$ cat src/rtl/reg_file_pkg.sv
// Shared constants and types for the scoreboarded register file.
package reg_file_pkg;

  localparam int DATA_W_DEF = 16;
  localparam int ADDR_W_DEF = 4;
  localparam int unsigned ZERO_REG = 0;

  typedef logic [ADDR_W_DEF-1:0] reg_addr_t;
  typedef logic [DATA_W_DEF-1:0] data_t;

endpackage

$ cat src/rtl/reg_file_scoreboard.sv
// Busy-bit scoreboard for in-flight destinations: busy vector, running count
// and a registered conflict pulse for reserves that land on an already-busy register.
module reg_file_scoreboard
  import reg_file_pkg::*;
#(
  parameter int ADDR_W = ADDR_W_DEF,
  parameter int CNT_W  = ADDR_W + 1
) (
  input  logic                   clk,
  input  logic                   nClear,
  input  logic                   rsv_valid,
  input  logic [ADDR_W-1:0]      rsv_addr,
  input  logic                   load,
  input  logic [ADDR_W-1:0]      Caddr,
  output logic [2**ADDR_W-1:0]   busy,
  output logic [CNT_W-1:0]       busy_cnt,
  output logic                   rsv_conflict
);

  localparam int DEPTH = 2**ADDR_W;

  logic             rsv_hit;
  logic             wr_hit;
  logic             same_addr;
  logic             cnt_inc;
  logic             cnt_dec;
  logic             conflict_nxt;
  logic [DEPTH-1:0] busy_nxt;

  // Write clears first, reserve sets last, so a same-address pair leaves the bit set.
  always_comb begin
    rsv_hit      = rsv_valid && (rsv_addr != ADDR_W'(ZERO_REG));
    wr_hit       = load && (Caddr != ADDR_W'(ZERO_REG));
    same_addr    = rsv_hit && wr_hit && (rsv_addr == Caddr);
    cnt_inc      = rsv_hit && !busy[rsv_addr];
    cnt_dec      = wr_hit && busy[Caddr] && !same_addr;
    conflict_nxt = rsv_hit && busy[rsv_addr] && !same_addr;
    busy_nxt     = busy;
    if (wr_hit)  busy_nxt[Caddr]    = 1'b0;
    if (rsv_hit) busy_nxt[rsv_addr] = 1'b1;
  end

  always_ff @(posedge clk or negedge nClear) begin
    if (!nClear) begin
      busy         <= '0;
      busy_cnt     <= '0;
      rsv_conflict <= 1'b0;
    end else begin
      busy         <= busy_nxt;
      busy_cnt     <= busy_cnt + CNT_W'(cnt_inc) - CNT_W'(cnt_dec);
      rsv_conflict <= conflict_nxt;
    end
  end

endmodule

$ cat src/rtl/reg_file_sb.sv
// Register file (2 read / 1 write, reg 0 hard-wired zero) with a RAW scoreboard.
// Optional write-through forwarding to the read ports under REG_FILE_BYPASS_EN.
module reg_file_sb
  import reg_file_pkg::*;
#(
  parameter int DATA_W = DATA_W_DEF,
  parameter int ADDR_W = ADDR_W_DEF,
  parameter int CNT_W  = ADDR_W + 1
) (
  input  logic              clk,
  input  logic              nClear,
  input  logic [ADDR_W-1:0] Aaddr,
  input  logic [ADDR_W-1:0] Baddr,
  output logic [DATA_W-1:0] A,
  output logic [DATA_W-1:0] B,
  output logic              A_busy,
  output logic              B_busy,
  input  logic [ADDR_W-1:0] Caddr,
  input  logic [DATA_W-1:0] C,
  input  logic              load,
  input  logic              rsv_valid,
  input  logic [ADDR_W-1:0] rsv_addr,
  output logic [CNT_W-1:0]  busy_cnt,
  output logic              rsv_conflict
);

  localparam int DEPTH = 2**ADDR_W;

  logic [DATA_W-1:0] mem [DEPTH];
  logic [DEPTH-1:0]  busy;
  logic              wr_en;

  assign wr_en = load && (Caddr != ADDR_W'(ZERO_REG));

  always_ff @(posedge clk or negedge nClear) begin
    if (!nClear) begin
      for (int i = 0; i < DEPTH; i++) mem[i] <= '0;
    end else if (wr_en) begin
      mem[Caddr] <= C;
    end
  end

  reg_file_scoreboard #(
    .ADDR_W (ADDR_W),
    .CNT_W  (CNT_W)
  ) u_scoreboard (
    .clk          (clk),
    .nClear       (nClear),
    .rsv_valid    (rsv_valid),
    .rsv_addr     (rsv_addr),
    .load         (load),
    .Caddr        (Caddr),
    .busy         (busy),
    .busy_cnt     (busy_cnt),
    .rsv_conflict (rsv_conflict)
  );

  always_comb begin
    A      = (Aaddr == ADDR_W'(ZERO_REG)) ? '0 : mem[Aaddr];
    B      = (Baddr == ADDR_W'(ZERO_REG)) ? '0 : mem[Baddr];
    A_busy = busy[Aaddr];
    B_busy = busy[Baddr];
`ifdef REG_FILE_BYPASS_EN
    // Forwarding the writeback also releases the stall in the same cycle.
    if (wr_en && (Caddr == Aaddr)) begin
      A      = C;
      A_busy = 1'b0;
    end
    if (wr_en && (Caddr == Baddr)) begin
      B      = C;
      B_busy = 1'b0;
    end
`endif
  end

endmodule

$ cat config.mk
export PLATFORM = sky130hd
export DESIGN_NAME = reg_file_sb
export DESIGN_NICKNAME = d
export VERILOG_FILES = /design/src/rtl/reg_file_pkg.sv /design/src/rtl/reg_file_scoreboard.sv /design/src/rtl/reg_file_sb.sv
export SDC_FILE = /design/constraint.sdc
export NUM_CORES = 1
export LEC_CHECK = 0
export CORE_MARGIN = 2
export CORE_UTILIZATION = 55
export CTS_CLUSTER_DIAMETER = 50
export CTS_CLUSTER_SIZE = 20
export DETAILED_ROUTE_END_ITERATION = 10
export PLACE_DENSITY = 0.77
export SETUP_SLACK_MARGIN = 0.05
export SYNTH_ARGS = -nofsm -noshare
export SYNTH_HDL_FRONTEND = slang
export SYNTH_HIERARCHICAL = 1
export SYNTH_SLANG_ARGS = --single-unit
$ cat constraint.sdc
create_clock -name clk -period 3 [get_ports clk]
set_clock_uncertainty 0.05 [all_clocks]
set_input_delay 0.9 -clock clk [delete_from_list [all_inputs] [get_ports clk]]
set_output_delay 0.9 -clock clk [all_outputs]
set_load 0.05 [all_outputs]
==> results.md <==
- Status: finished, violations left
- Failing checks: negative setup slack
- # IOs: 76
- Layout cells sized above 1: 0.647
- Skew-Pair Late Insertion Delay: 0.50 ns
- Setup crit start kind: input pin
- DRC viols: 0
- Crit-path max FO: 7
- Die Wd: 167 um
- CP max-delay cell: mux4_2
- RePlAce Congestion: 0.930
- Drt via density: 6.93
- Critical path, cell by cell: buf_16 -> buf_12 -> mux4_2 -> nor2b_4 -> nor3_2 -> a221o_2 -> buf_12
- Final core utilization: 0.762
- FMAX: 0.292 GHz
- Diode count: 0
- Clock-pin slew on the worst setup and hold paths: 0.06 ns
- Max_slew headroom: 0.609
- Primary FF master, synth: dfrtp_1
- Post-Syn Instances: 1002
- Internal power: 9.77 mW
- Syn Nets: 1044
- RSZ-0062 raised after global routing: true
- Rows: 59
- Top-area cell type share of the netlist area: 0.449
- CTS tree: yes
- Mapped Avg Cell Area: 14.6 um^2
- Minimum clock period: 3.43 ns
- Critical Path Stages: 7
- Core Region: 0.0261 mm^2
- # setup viols final: 34
- Total global-route track usage: 0.346
- CTS root buf: clkbuf_16
- Critical path required time: 2.05 ns
- Crit path buffers/inverters: 3
- Sw frac: 0.311
- Final nets: 1262
- Die ar.: 0.0278 mm^2
- Die Height: 167 um
- Measured slew at the worst slew-check pin: 0.585 ns
- Asr flop ratio synth: 1.00
- Crit Path Category: input pin to output port
- Final hold slack: 0.262 ns
- Crit-path most repeated cell: buf_12
- WL final: 48.5 mm
- Worst Hold Class: input pin to async pin
- Largest net degree at the start of global routing: 90
- Clock buffer depth: 3
- First-pass GRT wire length: 72.9 mm
- Gate power share: 0.309
- Number of global-route vias before repair: 11806
- Worst EP arrival: 2.48 ns
- Top post-synthesis cells by area: dfrtp_1 (45%), mux2_2 (21%), mux4_2 (14%)
- CTS sink count: 262
- Syn Std Cell Area: 0.0146 mm^2
- Setup crit end kind: output port
- DRT iter0 DRCs: 1280
- MaxCap Viol Count: 0
- Pleak: 8.29 nW
- Post-synthesis sequential area ratio: 0.449
- Net Sw Power: 4.42 mW
- Ys Warns: 6
- PD cells: 715 mW/mm^2
- Gr ovfl total: 0
- Crit-path max cell delay: 0.54 ns
- Initial antenna violation count: 0
- Area delta synth->final: 36.1%
- Cts bufs inserted: 34
- Flop and latch count out of synthesis: 262
- Sequential power share: 0.364
- VDD IR max: 0.683 mV
- R2R setup slack: 0.16 ns
- Avg WL per Cell: 30.7 um
- FILL cells: 1394
- DPL Wire Length: 26.8 mm
- Final Cycle Share: 1.14
- Drt first pass iters: 5
- Number of flops mapped to enable cells by yosys: 0
- Hold Vio Cnt, Final: 0
- Largest area contributor in the netlist: dfrtp_1
- H-tree Lvls: 2
- Initial core utilization: 0.560
- R2R depth: 11
- Most common cell after layout, fill and taps aside: mux2_2
- Kind of cell adding the most delay to the critical path: multiplexers
- Final Worst Setup Slack: -0.428 ns
- Clk pwr share: 0.327
- Routed Antenna Nets: 0
- DR vias: 10961
- Final Slew Violations: 0
- Netlist cell types: 50
- PortBufs: 75
- Worst slack, placed: -0.865 ns
- Most frequent cells in the layout: mux2_2 (265), dfrtp_1 (262), buf_4 (134), mux4_2 (110), buf_12 (62)
## power by group through the flow
stage	Sequential [mW]	Clock (mW)	Combinational, mW
2_1_floorplan	4.97	0	2.64
3_3_place_gp	5.05	0	3.71
3_5_place_dp	5.11	0	3.81
4_1_cts	5.08	4.62	4.19
5_1_grt	5.25	4.82	4.58
6_report	5.16	4.64	4.39
## synth_stat cells, types with 9 or more instances
cell / n
buf_2: 37
nand2_1: 9
o21ai_1: 18
mux2i_1: 23
mux2_2: 271
o21ai_0: 27
mux4_1: 18
clkbuf_1: 31
nor2b_1: 16
a221o_1: 28
a221oi_1: 15
nor3_1: 16
a21oi_1: 21
dfrtp_1: 262
mux4_2: 93
nor2_1: 11
nand2b_1: 10
nand3b_1: 11
## kinds of logic after synthesis
kind of cell               Yosys count  synth area share
adders and majority gates            6           0.00566
and+or+nand+nor                     99            0.0395
AOI/OAI and AO/OA                  122            0.0579
muxes                              405             0.401
buffers and inverters              100            0.0417
DFF                                262             0.449
xor gates and xnor gates             8           0.00480
## registers in the layout, indices dropped and copies added (netlist names)
name	cells
u_scoreboard/busy	16
u_scoreboard/rsv_conflict	1
mem	240
u_scoreboard/busy_cnt	5
## per-stage QoR
stage               TNS (ns)  power, mW  area (um^2)  instances
finish                 -9.54       14.2        19900       1581
global route          -10.09       14.7        19900       1581
CTS                    -8.29       13.9        19500       1570
detailed placement    -16.71       8.93        17000       1453
global placement      -16.00       8.76        17000       1453
floorplan              -6.40       7.61        15000       1002
## worst paths after layout
path | from | endpoint
min reg2reg | u_scoreboard/busy[0] | u_scoreboard/busy[0]
min | nClear | mem[111]
max reg2reg | u_scoreboard/busy[7] | u_scoreboard/busy_cnt[4]
max | Baddr[0] | B[13]
min in group clk | u_scoreboard/busy[0] | u_scoreboard/busy[0]
max in group asynchronous | nClear | mem[60]
## cell type report
class / instances / area, um^2 / share of cell area
multi-input combinational: 640 / 8160 / 0.411
sequential: 262 / 6560 / 0.330
timing repair buffer: 277 / 3420 / 0.172
clock buffer: 43 / 988 / 0.0498
tap: 335 / 419 / 0.0211
clock inverter: 19 / 297 / 0.0149
inverter: 5 / 18.8 / 0.000945
## worst register-to-register path, delay by kind of cell (launching register included)
| family | cells | cell delay [ns] |
|---|---|---|
| adders and majority gates | 3 | 0.79 |
| and+or+nand+nor | 1 | 0.18 |
| AOI/OAI and AO/OA | 4 | 0.62 |
| muxes | 1 | 0.49 |
| xor gates and xnor gates | 1 | 0.13 |
| buffers and inverters | 1 | 0.04 |
| DFF | 1 | 0.46 |
## routing by layer
metal	global-route usage	wire, um	vias to the layer above
li1	-	-	4350
met1	0.433	17400	5607
met2	0.564	23400	767
met3	0.0810	4690	237
met4	0.180	2990	0
met5	0	0	-
## timing repair
item / 4_1_cts / 5_1_grt
buffers inserted: 41 / 15
hold buffers: 0 / 0
pin swaps: 45 / 29
setup endpoints to repair: 38 / 35
resized for setup: 157 / 61
cloned: 15 / 1
endpoints found under the hold margin: 0 / 0
No activity file was read; power rests on OpenSTA's default activity.
